[src/rtl/if_pkg.sv]
// if_pkg: shared types and constants for the instruction-fetch stage.
//   if_state_t : fetch FSM state encoding
//   NOP_INSTR  : value presented on instr_out while nothing has been fetched
//   PC_STEP    : byte distance between sequential instructions
package if_pkg;

    typedef enum logic [1:0] {
        IDLE = 2'd0,
        REQ  = 2'd1,
        HOLD = 2'd2,
        DROP = 2'd3
    } if_state_t;

    localparam logic [31:0] NOP_INSTR = 32'h0000_0013;
    localparam int unsigned PC_STEP   = 4;

endpackage

[src/rtl/if_perf_counters.sv]
// if_perf_counters: free-running, wrapping performance counters for if_fetch.
// Ports:
//   clk, reset       - clock, asynchronous active-low reset
//   valid_in         - fetch stage output valid
//   stall_in         - downstream stall
//   fetch_count_out  - number of instructions consumed downstream
//   stall_count_out  - number of cycles a valid instruction was stalled
module if_perf_counters (
    input  logic        clk,
    input  logic        reset,
    input  logic        valid_in,
    input  logic        stall_in,
    output logic [31:0] fetch_count_out,
    output logic [31:0] stall_count_out
);

    always_ff @(posedge clk or negedge reset) begin
        if (!reset) begin
            fetch_count_out <= '0;
            stall_count_out <= '0;
        end else begin
            if (valid_in && !stall_in)
                fetch_count_out <= fetch_count_out + 32'd1;
            if (valid_in && stall_in)
                stall_count_out <= stall_count_out + 32'd1;
        end
    end

endmodule

[src/rtl/if_fetch.sv]
// if_fetch: instruction-fetch stage feeding the IF/ID register.
// Owns the PC, runs a req/ack handshake with instruction memory, absorbs
// downstream stalls with a one-entry hold buffer and services redirects,
// discarding a response that is already in flight.
// Ports:
//   clk, reset                    - clock, asynchronous active-low reset
//   stall_in                      - downstream cannot accept
//   redirect_in, redirect_pc_in   - taken branch/jump and its target
//   imem_req_out, imem_addr_out   - fetch request and address
//   imem_ack_in, imem_rdata_in    - one-cycle response strobe and instruction
//   valid_out, instr_out, pc_out  - instruction presented downstream
//   fetch_count_out, stall_count_out - only when IF_PERF_EN is defined
// Build option: `define IF_PERF_EN adds the performance counter outputs.
module if_fetch
    import if_pkg::*;
#(
    parameter int unsigned      XLEN     = 32,
    parameter logic [XLEN-1:0]  RESET_PC = '0
) (
    input  logic            clk,
    input  logic            reset,
    input  logic            stall_in,
    input  logic            redirect_in,
    input  logic [XLEN-1:0] redirect_pc_in,
    output logic            imem_req_out,
    output logic [XLEN-1:0] imem_addr_out,
    input  logic            imem_ack_in,
    input  logic [XLEN-1:0] imem_rdata_in,
    output logic            valid_out,
    output logic [XLEN-1:0] instr_out,
    output logic [XLEN-1:0] pc_out
`ifdef IF_PERF_EN
    ,
    output logic [31:0]     fetch_count_out,
    output logic [31:0]     stall_count_out
`endif
);

    if_state_t       state_q, state_n;
    logic [XLEN-1:0] fetch_pc_q, fetch_pc_n;
    logic [XLEN-1:0] hold_instr_q, hold_pc_q;

    logic slot_free;
    logic load_out;   // acked instruction goes straight to the output
    logic park;       // acked instruction goes to the hold buffer
    logic unpark;     // hold buffer moves to the output
    logic consume;

    assign slot_free = !valid_out || !stall_in;
    assign consume   = valid_out && !stall_in;

    // State register
    always_ff @(posedge clk or negedge reset) begin
        if (!reset)
            state_q <= IDLE;
        else
            state_q <= state_n;
    end

    // Next-state logic
    always_comb begin
        state_n = state_q;
        case (state_q)
            IDLE: state_n = REQ;
            REQ: begin
                if (redirect_in)
                    state_n = imem_ack_in ? REQ : DROP;
                else if (imem_ack_in && !slot_free)
                    state_n = HOLD;
            end
            HOLD: begin
                if (redirect_in || !stall_in)
                    state_n = REQ;
            end
            DROP: begin
                if (imem_ack_in)
                    state_n = REQ;
            end
            default: state_n = IDLE;
        endcase
    end

    // Output / datapath control decode
    always_comb begin
        imem_req_out = (state_q == REQ) || (state_q == DROP);
        load_out     = !redirect_in && (state_q == REQ) && imem_ack_in && slot_free;
        park         = !redirect_in && (state_q == REQ) && imem_ack_in && !slot_free;
        unpark       = !redirect_in && (state_q == HOLD) && !stall_in;
        fetch_pc_n   = fetch_pc_q;
        if (redirect_in)
            fetch_pc_n = redirect_pc_in & ~XLEN'(3);
        else if ((state_q == REQ) && imem_ack_in)
            fetch_pc_n = fetch_pc_q + XLEN'(PC_STEP);
    end

    // fetch_pc_q is the next address to fetch; imem_addr_out tracks it except
    // while a discarded response is still outstanding (DROP), where the bus
    // address must stay on the old request until its ack.
    always_ff @(posedge clk or negedge reset) begin
        if (!reset) begin
            fetch_pc_q    <= RESET_PC;
            imem_addr_out <= RESET_PC;
        end else begin
            fetch_pc_q <= fetch_pc_n;
            if (state_n != DROP)
                imem_addr_out <= fetch_pc_n;
        end
    end

    // Output registers and hold buffer. Hold buffer occupancy is state==HOLD.
    always_ff @(posedge clk or negedge reset) begin
        if (!reset) begin
            valid_out    <= 1'b0;
            instr_out    <= XLEN'(NOP_INSTR);
            pc_out       <= '0;
            hold_instr_q <= XLEN'(NOP_INSTR);
            hold_pc_q    <= '0;
        end else begin
            if (redirect_in) begin
                valid_out    <= 1'b0;
                hold_instr_q <= XLEN'(NOP_INSTR);
                hold_pc_q    <= '0;
            end else if (load_out) begin
                valid_out <= 1'b1;
                instr_out <= imem_rdata_in;
                pc_out    <= imem_addr_out;
            end else if (unpark) begin
                valid_out <= 1'b1;
                instr_out <= hold_instr_q;
                pc_out    <= hold_pc_q;
            end else if (consume) begin
                valid_out <= 1'b0;
            end
            if (park) begin
                hold_instr_q <= imem_rdata_in;
                hold_pc_q    <= imem_addr_out;
            end
        end
    end

`ifdef IF_PERF_EN
    if_perf_counters u_perf (
        .clk             (clk),
        .reset           (reset),
        .valid_in        (valid_out),
        .stall_in        (stall_in),
        .fetch_count_out (fetch_count_out),
        .stall_count_out (stall_count_out)
    );
`endif

endmodule

[config.mk]
export PLATFORM = sky130hd
export DESIGN_NAME = if_fetch
export DESIGN_NICKNAME = d
export VERILOG_FILES = /design/src/rtl/if_pkg.sv /design/src/rtl/if_perf_counters.sv /design/src/rtl/if_fetch.sv
export SDC_FILE = /design/constraint.sdc
export NUM_CORES = 1
export LEC_CHECK = 0
export ABC_AREA = 1
export BUFFER_PORTS_ARGS = -buffer_cell sky130_fd_sc_hd__buf_2
export CORE_ASPECT_RATIO = 0.75
export CORE_MARGIN = 10
export CORE_UTILIZATION = 40
export CTS_CLUSTER_DIAMETER = 100
export DETAILED_ROUTE_END_ITERATION = 7
export GPL_TIMING_DRIVEN = 0
export PLACE_DENSITY_LB_ADDON = 0.08
export RECOVER_POWER = 100
export SYNTH_ARGS = -nofsm -noshare
export SYNTH_HDL_FRONTEND = slang
export SYNTH_SLANG_ARGS = --single-unit
[constraint.sdc]
create_clock -name clk -period 1.65 [get_ports clk]
set_clock_uncertainty 0.1 [all_clocks]
set_input_delay 0.165 -clock clk [delete_from_list [all_inputs] [get_ports clk]]
set_output_delay 0.165 -clock clk [all_outputs]
set_load 0.01 [all_outputs]
==> key figures, run 1 <==
Clock network
  • Num Clock Sinks: 195
  • Max H-tree Level: 4
  • CTS tree: built
  • CTS Buf Count: 17
  • CTS max path bufs: 2
  • Clock Latency Late Sink: 440 ps
  • Root Driver: clkbuf_16
  • Reg clk slew, reported paths: 80 ps

Hold path
  • Hold Crit Start: redirect_pc_in[18]
  • Hold Crit Class: input port to flop
  • Hold Crit Endpoint: imem_addr_out[18]$_DFFE_PN0P_
  • Hold depth: 4

Floorplan
  • Initial core utilization: 0.412
  • Die H: 148 um
  • Die area: 28400 um2
  • Die W: 191 um
  • # rows: 46
  • Core area: 21400 um2
  • I/O pins: 167

Setup path
  • Worst stage delay on the critical path: 430 ps
  • CP cell instances: ha_4, nand3_4, nor2_2, nand3_2, nor2_4, nand3_1, nand2_1, nand2_1, nand3_1, nand2_1
  • Worst R2R End: imem_addr_out[24]$_DFFE_PN0P_
  • WP buf/inv: 0
  • FF-to-FF setup slack: -220 ps
  • Critical Path Fanout Max: 3
  • Cell type of the slowest stage on the worst timing path: dfrtp_1
  • CP Class: flop to flop
  • Cell mode on critical path: nand2_1
  • Largest delay contributor family on the critical path: simple AND/OR/NAND/NOR gates
  • Critical Path Sink Type: flop
  • Crit path DAT: 2110 ps
  • Worst r2r src: fetch_pc_q[3]$_DFF_PN0_
  • Worst path required time: 1890 ps
  • Register-to-Register Path Depth: 10
  • CP startpoint kind: flop

STA
  • Final number of hold-violating endpoints: 0
  • Slew HR: 0.520
  • Fin crit share: 1.13
  • Least-Margin Pin Slew: 720 ps
  • Smallest setup slack after layout: -218 ps
  • Crit path time final: 1870 ps
  • Max-slew violations: 0
  • Max Freq: 0.535 GHz
  • Setup violators final: 170
  • Unrepaired setup endpoints after global routing: true

GRT
  • GRT Util Overall: 0.200
  • Largest net degree at the start of global routing: 110
  • Vias in the first global route: 7895
  • GR Overflow Total: 0
  • First-pass GRT wire length: 44700 um
  • Initial antenna violation count: 0

Final layout
  • Layout cells sized above 1: 0.297
  • Post-layout util: 0.604
  • Layout Nets: 1410
  • # fillers: 1978
  • Antenna diodes: 0
  • Area grow syn2layout: 46.8%

Power
  • Net Switching: 3.80 mW
  • Power share of the clock group: 0.347
  • P_int: 8.62 mW
  • Net Sw Frac: 0.306
  • Combinational share of power: 0.198
  • Pwr dens: 963 nW/um2
  • P_leak: 6.02 nW
  • Max IR drop VDD: 581 uV
  • Sequential fraction of design power: 0.455

Synth
  • Cells after Synth: 1048
  • FF+latch count, synth: 195
  • Post-synth EDFFs: 0
  • Synth cell count leaders: nand2_1 (312), dfrtp_1 (189), o21ai_0 (185)
  • Synth Flop Type: dfrtp_1
  • Async SR Flop Fraction: 1.00
  • Mapped Nets: 1118
  • Syn_area_per_cell: 8.38 um2
  • Synthesis warning total: 0
  • Synth cell types: 35
  • Mapped cell area: 8790 um2
  • Synth top area share: 0.538
  • Yosys top cell by area: dfrtp_1
  • Synth area leaders: dfrtp_1 (54%), nand2_1 (13%), o21ai_0 (11%), inv_1 (5.0%), nand3_1 (2.3%)
  • Post-synthesis sequential area ratio: 0.556
  • Top-count cell post-synth: nand2_1

Routing
  • Detail Route Antenna Nets: 0
  • DR WL/cell: 18.0 um
  • Detailed-route wire length: 29500 um
  • Mean number of vias per cell: 4.95
  • Initial DRC count: 466
  • Drt pass-1 iters: 5
  • Via count: 8129
  • # DRC: 0

Placement
  • RePlAce Congestion: 0.920
  • Final HPWL DP: 19800 um
  • Setup WS pre-CTS: -500 ps
  • IO Port Bufs: 164

Outcome
  • Failing checks: negative setup slack
  • Status: complete, but fails checks

Run
  • Max-Cap Viols: 0
## cell families after synthesis
kind of cell               count (synthesis)  share of synthesized area
AOI/OAI and AO/OA                        237                      0.142
xor gates and xnor gates                  17                     0.0169
adders and majority gates                  1                    0.00142
buffers and inverters                    175                     0.0827
DFF                                      195                      0.556
and+or+nand+nor                          423                      0.201
## state kept, by name, indices dropped and copies added (netlist names)
register and cells:
fetch_pc_q 32, imem_addr_out 32, state_q 2, hold_pc_q 32, hold_instr_q 32, pc_out 32
valid_out 1, instr_out 32
## worst max path at each step
stage,start,endpoint,cells after the start
floorplan,state_q[1]$_DFF_PN0_,instr_out[26]$_DFFE_PN0P_,10
global placement,reset,instr_out[10]$_DFFE_PN0P_,1
detailed placement,fetch_pc_q[2]$_DFF_PN0_,imem_addr_out[28]$_DFFE_PN0P_,10
CTS,state_q[1]$_DFF_PN0_,instr_out[22]$_DFFE_PN0P_,10
global route,state_q[1]$_DFF_PN0_,imem_addr_out[30]$_DFFE_PN0P_,11
finish,fetch_pc_q[3]$_DFF_PN0_,imem_addr_out[24]$_DFFE_PN0P_,10
## layout make-up
| class | instances | area, um2 | share of cell area |
|---|---|---|---|
| multi-input cells | 678 | 4000 | 0.310 |
| clock buffers | 20 | 457 | 0.0354 |
| well taps | 288 | 360 | 0.0279 |
| inverters | 119 | 457 | 0.0354 |
| plain buffers | 52 | 551 | 0.0427 |
| repair buffers | 277 | 2030 | 0.158 |
| clock inverters | 12 | 148 | 0.0114 |
| flip-flops and latches | 195 | 4890 | 0.379 |
## per-stage QoR
step,std cells,TNS [ps],instance area [um2],hold slack [ps],power (mW)
finish,1641,-23270,12900,23.1,12.4
global route,1641,-39850,12900,24.3,13.0
CTS,1617,-14380,12100,13.1,12.2
detailed placement,1501,-50970,10000,122,7.49
global placement,1500,-648690,9970,284,7.46
floorplan,1048,0,8790,-231,6.51
## repair_timing
item | 4_1_cts | 5_1_grt
gates resized for setup | 233 | 227
pin swaps | 9 | 42
hold buffers | 63 | 0
endpoints found under the setup margin | 183 | 183
buffers inserted | 15 | 21
gates cloned | 6 | 9
hold endpoints to repair | 196 | 0
## power by group through the flow
stage	sequential [mW]	clock (mW)	combinational, mW
after floorplan	5.74	0	0.770
after global placement	5.66	0	1.81
after detailed placement	5.66	0	1.83
after CTS	5.59	4.40	2.24
after global routing	5.71	4.59	2.72
final	5.66	4.31	2.46
## worst register-to-register path, cell delays in order, from the launching register on
cell	delay, ps
dfrtp_1	430
ha_4	170
nand3_4	100
nor2_2	230
nand3_2	160
nor2_4	180
nand3_1	90
nand2_1	100
nand2_1	60
nand3_1	90
nand2_1	50
## metal layers
metal / track usage / wire length [um] / vias up
li1: - / - / 3942
met1: 0.299 / 14700 / 3963
met2: 0.282 / 12800 / 199
met3: 0.0458 / 1600 / 25
met4: 0.0503 / 384 / 0
met5: 0 / 0 / -
## cells in the final DEF, fill, tap and decap left out, types with 6 or more instances in the layout
master / instances
nor2_2: 6
o21ai_1: 75
clkbuf_2: 8
clkbuf_16: 28
buf_8: 7
nand3_4: 6
o22ai_1: 17
nor2_4: 13
inv_1: 114
buf_4: 29
nor2_1: 21
o21ai_4: 7
buf_6: 11
clkbuf_1: 101
xor2_1: 8
clkbuf_4: 6
nand3_2: 17
o21ai_0: 72
buf_12: 13
nand3_1: 20
o21ai_2: 49
nand2_2: 51
nand2_4: 18
or2_2: 11
buf_2: 74
xnor2_1: 6
dlygate4sd3_1: 63
nand2_1: 243
nand4_1: 6
dfrtp_1: 184
(Power assumes the default switching activity.)
==> run 2: changes to the inputs <==
Settings changed: CORE_UTILIZATION 40 to 50.
==> run 2 against run 1 <==
The run still ends with negative setup slack left; via count up 5.7%; design area up 3.1%; non-clock buffer count is 24 higher; maximum frequency down 2.8%; cell count fell by 1.6%; largest cell class unchanged.
==> key figures, run 2 (synthesis results as in run 1) <==
GRT
  • GRT Util Overall: 0.235
  • Largest net degree at the start of global routing: 88
  • Vias in the first global route: 8183
  • Initial antenna violation count: 0
  • GR Overflow Total: 0
  • First-pass GRT wire length: 44000 um

Final layout
  • Post-layout util: 0.781
  • Final Instance Count excl. Fillers: 1614
  • Area grow syn2layout: 51.3%
  • Most frequent cells in the layout: nand2_1 (246), dfrtp_1 (186), inv_1 (113), clkbuf_1 (102), o21ai_2 (79)
  • Layout cells sized above 1: 0.326
  • Commonest non-fill, non-tap cell in the layout: nand2_1
  • Layout Nets: 1434

STA
  • Smallest setup slack after layout: -272 ps
  • Max-slew violations: 0
  • Crit path time final: 1920 ps
  • Slew HR: 0.472
  • Max Freq: 0.520 GHz
  • Setup violators final: 209
  • Final number of hold-violating endpoints: 0
  • Unrepaired setup endpoints after global routing: true
  • Fin crit share: 1.16
  • Least-Margin Pin Slew: 792 ps

Placement
  • Final HPWL DP: 18500 um
  • IO Port Bufs: 164
  • DP Cell Count: 1450
  • Setup WS pre-CTS: -485 ps
  • RePlAce Congestion: 0.923

Routing
  • Mean number of vias per cell: 5.33
  • Via count: 8596
  • # DRC: 0
  • Initial DRC count: 893
  • DR WL/cell: 18.7 um
  • Detail Route Antenna Nets: 0
  • Drt pass-1 iters: 5
  • Detailed-route wire length: 30200 um

Floorplan
  • Die H: 135 um
  • Core area: 17000 um2
  • Initial core utilization: 0.516
  • I/O pins: 167
  • Die area: 23300 um2
  • Die W: 173 um
  • # rows: 41

Clock network
  • CTS tree: built
  • Root Driver: clkbuf_16
  • Max H-tree Level: 4
  • Reg clk slew, reported paths: 80 ps
  • CTS max path bufs: 2
  • Num Clock Sinks: 195
  • CTS Buf Count: 17
  • Clock Latency Late Sink: 440 ps

Power
  • Combinational share of power: 0.209
  • Net Switching: 3.88 mW
  • Sequential fraction of design power: 0.447
  • Pwr dens: 958 nW/um2
  • Net Sw Frac: 0.305
  • P_leak: 6.32 nW
  • P_int: 8.85 mW
  • Final Power: 12.7 mW
  • Max IR drop VDD: 787 uV
  • Power share of the clock group: 0.344

Outcome
  • Failing checks: negative setup slack
  • Status: complete, but fails checks

Hold path
  • Hold Crit Class: input port to flop

Setup path
  • CP startpoint kind: flop
  • CP Class: flop to flop
  • Critical Path Fanout Max: 10
  • Crit path DAT: 2150 ps
  • Worst path required time: 1880 ps
  • Critical Path Sink Type: flop

Run
  • Max-Cap Viols: 0
-- run 2: power by group through the flow --
stage                     Sequential, mW  Combinational [mW]  Clock (mW)
after floorplan                     5.74               0.770           0
after global placement              5.64                1.77           0
after detailed placement            5.65                1.81           0
after CTS                           5.59                2.34        4.38
after global routing                5.74                2.90        4.59
final                               5.69                2.66        4.39
-- run 2: worst max-delay path, stage by stage, from the launching register on --
cell	delay (ps)
dfrtp_1	390
inv_2	80
nand3_4	170
buf_4	200
nor3_4	220
buf_6	190
buf_4	150
buf_6	130
nand2_1	70
o21ai_0	120
-- run 2: area by class of cell --
type / instances / area (um2)
timing repair buffer: 300 / 2330
clock buffer: 19 / 443
inverter: 119 / 459
multi-input combinational: 678 / 4090
sequential: 195 / 4890
tap: 236 / 295
antenna: 1 / 2.50
fill: 1183 / 3740
buffer: 53 / 609
clock inverter: 13 / 174
-- run 2: worst paths after layout --
check,slack (ps),cells after the start,startpoint,end
worst max register to register,-270,9,state_q[1]$_DFF_PN0_,hold_instr_q[27]$_DFFE_PN0P_
min in group asynchronous,80,2,reset,fetch_pc_q[9]$_DFF_PN0_
max in group asynchronous,-60,4,reset,hold_instr_q[1]$_DFFE_PN1P_
worst min-delay path,4,3,redirect_pc_in[18],fetch_pc_q[18]$_DFF_PN0_
worst min register to register,380,2,instr_out[7]$_DFFE_PN0P_,instr_out[7]$_DFFE_PN0P_
worst max-delay path,-270,9,state_q[1]$_DFF_PN0_,hold_instr_q[27]$_DFFE_PN0P_
-- run 2: metrics by stage --
| step | setup TNS [ps] | hold slack [ps] | area [um2] |
|---|---|---|---|
| 6_report | -23190 | 3.76 | 13300 |
| 5_1_grt | -48840 | 47.4 | 13300 |
| 4_1_cts | -10490 | 21.4 | 12300 |
| 3_5_place_dp | -43820 | -33.2 | 9970 |
| 3_3_place_gp | -609630 | 284 | 9900 |
| 2_1_floorplan | 0 | -231 | 8790 |
-- run 2: routing by layer --
layer  global-route usage  share of wire  wire length (um)
met4               0.0588          0.016               469
met2                0.345           0.45             13600
met1                0.336           0.46             13800
met5                    0              0                 0
met3               0.0657          0.077              2320
-- run 2: what timing repair did --
item / 4_1_cts / 5_1_grt
setup buffers: 26 / 29
gates cloned: 11 / 8
pin swaps: 32 / 49
setup endpoints to repair: 177 / 180
hold buffers: 63 / 0
resized for setup: 299 / 234
endpoints found under the hold margin: 231 / 0
==> run 3: changes to the inputs <==
Settings changed: CORE_UTILIZATION 50 to 60.
Clock period 1.65 ns to 2.3 ns, I/O delays scaled along.
==> run 3 against run 2 <==
The run now ends clean; largest power group unchanged; setup slack gained 470 ps; core utilization shrank 3.0 points; die area shrank 15%; critical endpoint is now instr_out[27]$_DFFE_PN0P_; flip-flop and latch count is the same; register-to-register slack gained 470 ps.
==> key figures, run 3 (synthesis results as in run 1) <==
Routing
  • DRT met1 WL: 11700 um
  • Drt pass-1 iters: 6
  • Via count: 8022
  • DR WL met3: 2190 um
  • # DRC: 0
  • Top layer in use: met4
  • Detailed-route wire length: 25500 um
  • DR WL/cell: 17.0 um
  • DR WL met2: 11300 um
  • Initial DRC count: 817
  • Mean number of vias per cell: 5.36
  • Detail Route Antenna Nets: 0

Run
  • Max-Cap Viols: 0

Floorplan
  • Core area: 14400 um2
  • Initial core utilization: 0.610
  • Die area: 19900 um2
  • I/O pins: 167
  • Die W: 160 um
  • # rows: 38
  • Die H: 125 um

Clock network
  • Root Driver: clkbuf_16
  • CTS Buf Count: 17
  • Post-CTS setup buffers: 0
  • CTS tree: built
  • Clock Latency Late Sink: 430 ps
  • Reg clk slew, reported paths: 80 ps
  • CTS max path bufs: 2
  • Num Clock Sinks: 195
  • Max H-tree Level: 4

Final layout
  • Design Area, Final: 10800 um2
  • Layout Nets: 1354
  • Layout cells sized above 1: 0.114
  • Most frequent cells in the layout: nand2_1 (312), o21ai_0 (198), dfrtp_1 (189), clkbuf_1 (130), inv_1 (118)
  • Final Instance Count excl. Fillers: 1497
  • Post-layout util: 0.751
  • Antenna diodes: 0
  • Commonest non-fill, non-tap cell in the layout: nand2_1
  • Area grow syn2layout: 23.1%

Placement
  • IO Port Bufs: 164
  • RePlAce Congestion: 0.962
  • Cell Area, Placed: 9900 um2
  • Final HPWL DP: 18100 um
  • DP Cell Count: 1413

STA
  • Final number of hold-violating endpoints: 0
  • Max Freq: 0.477 GHz
  • Fin crit share: 0.912
  • Least-Margin Pin Slew: 1230 ps
  • Setup violators final: 0
  • Unrepaired setup endpoints after global routing: false
  • Crit path time final: 2100 ps
  • Max-slew violations: 0
  • Slew HR: 0.177
  • Final hold slack: 8.25 ps

Power
  • P_leak: 5.23 nW
  • Combinational share of power: 0.157
  • Net Sw Frac: 0.305
  • P_int: 5.65 mW
  • Pwr dens: 752 nW/um2
  • Final Power: 8.13 mW
  • Sequential fraction of design power: 0.493
  • Net Switching: 2.48 mW
  • Power share of the clock group: 0.350
  • Max IR drop VDD: 630 uV

Setup path
  • Crit path DAT: 2300 ps
  • Critical Path Sink Type: flop
  • Cell type of the slowest stage on the worst timing path: dfrtp_1
  • Critical Path Fanout Max: 10
  • CP startpoint kind: flop
  • CP Class: flop to flop
  • Worst path required time: 2500 ps
  • CP cell instances: inv_1, nand3_4, inv_4, nand3_4, o21a_1, clkbuf_2, clkbuf_2, buf_6, nand2_1, o21ai_0
  • Worst stage delay on the critical path: 380 ps

Hold path
  • Hold Crit Class: input port to flop

GRT
  • First-pass GRT wire length: 41500 um
  • GR Overflow Total: 0
  • GRT Util Overall: 0.256
  • Initial antenna violation count: 0
  • Largest net degree at the start of global routing: 105
  • Vias in the first global route: 7927

Outcome
  • Status: complete, no violations
## run 3: per-layer routing
metal	track usage	vias to the layer above
li1	-	3816
met1	0.365	3871
met2	0.383	315
met3	0.0627	20
met4	0.0625	0
met5	0	-
## run 3: metrics by stage
| stage | setup WS (ps) | setup TNS [ps] |
|---|---|---|
| final | 203 | 0 |
| after global placement | -2300 | -439780 |
| after CTS | 145 | 0 |
| after detailed placement | 168 | 0 |
| after global routing | 45.8 | 0 |
| after floorplan | 668 | 0 |
## run 3: worst paths after layout
path	from	endpoint	slack (ps)	depth (start not counted)
hold reg to reg	fetch_pc_q[0]$_DFF_PN0_	fetch_pc_q[0]$_DFF_PN0_	380	2
hold / removal	redirect_pc_in[30]	fetch_pc_q[30]$_DFF_PN0_	8	3
setup / recovery	state_q[1]$_DFF_PN0_	instr_out[27]$_DFFE_PN0P_	200	10
min in group asynchronous	reset	fetch_pc_q[30]$_DFF_PN0_	510	2
max in group asynchronous	reset	imem_addr_out[4]$_DFFE_PN0P_	470	3
setup reg to reg	state_q[1]$_DFF_PN0_	instr_out[27]$_DFFE_PN0P_	200	10
## run 3: what timing repair did
| item | 4_1_cts | 5_1_grt |
|---|---|---|
| hold endpoints to repair | 137 | 0 |
| gates resized for setup | 0 | 1 |
| hold buffers | 52 | 0 |
| endpoints found under the setup margin | 0 | 1 |
## run 3: power groups by stage
stage	Combinational (mW)	Clock (mW)	Sequential, mW
2_1_floorplan	0.553	0	4.12
3_5_place_dp	1.29	0	4.05
4_1_cts	1.37	2.86	3.99
3_3_place_gp	1.26	0	4.05
5_1_grt	1.45	3.00	4.04
6_report	1.28	2.85	4.01
## run 3: area by class of cell
| cell class | count | area, um2 |
|---|---|---|
| Fill cell | 1142 | 3590 |
| Clock inverter | 13 | 114 |
| Buffer | 56 | 260 |
| Sequential cell | 195 | 4890 |
| Clock buffer | 19 | 443 |
| Timing Repair Buffer | 217 | 1250 |
| Multi-Input combinational cell | 678 | 3160 |
| Tap cell | 200 | 250 |
| Inverter | 119 | 449 |
## run 3: worst max-delay path: cells and delay by family (launching register included)
| kind | cells | cell delay [ps] |
|---|---|---|
| buffers and inverters | 5 | 950 |
| AO/OA/AOI/OAI | 2 | 220 |
| flip-flops | 1 | 380 |
| AND/OR/NAND/NOR | 3 | 320 |
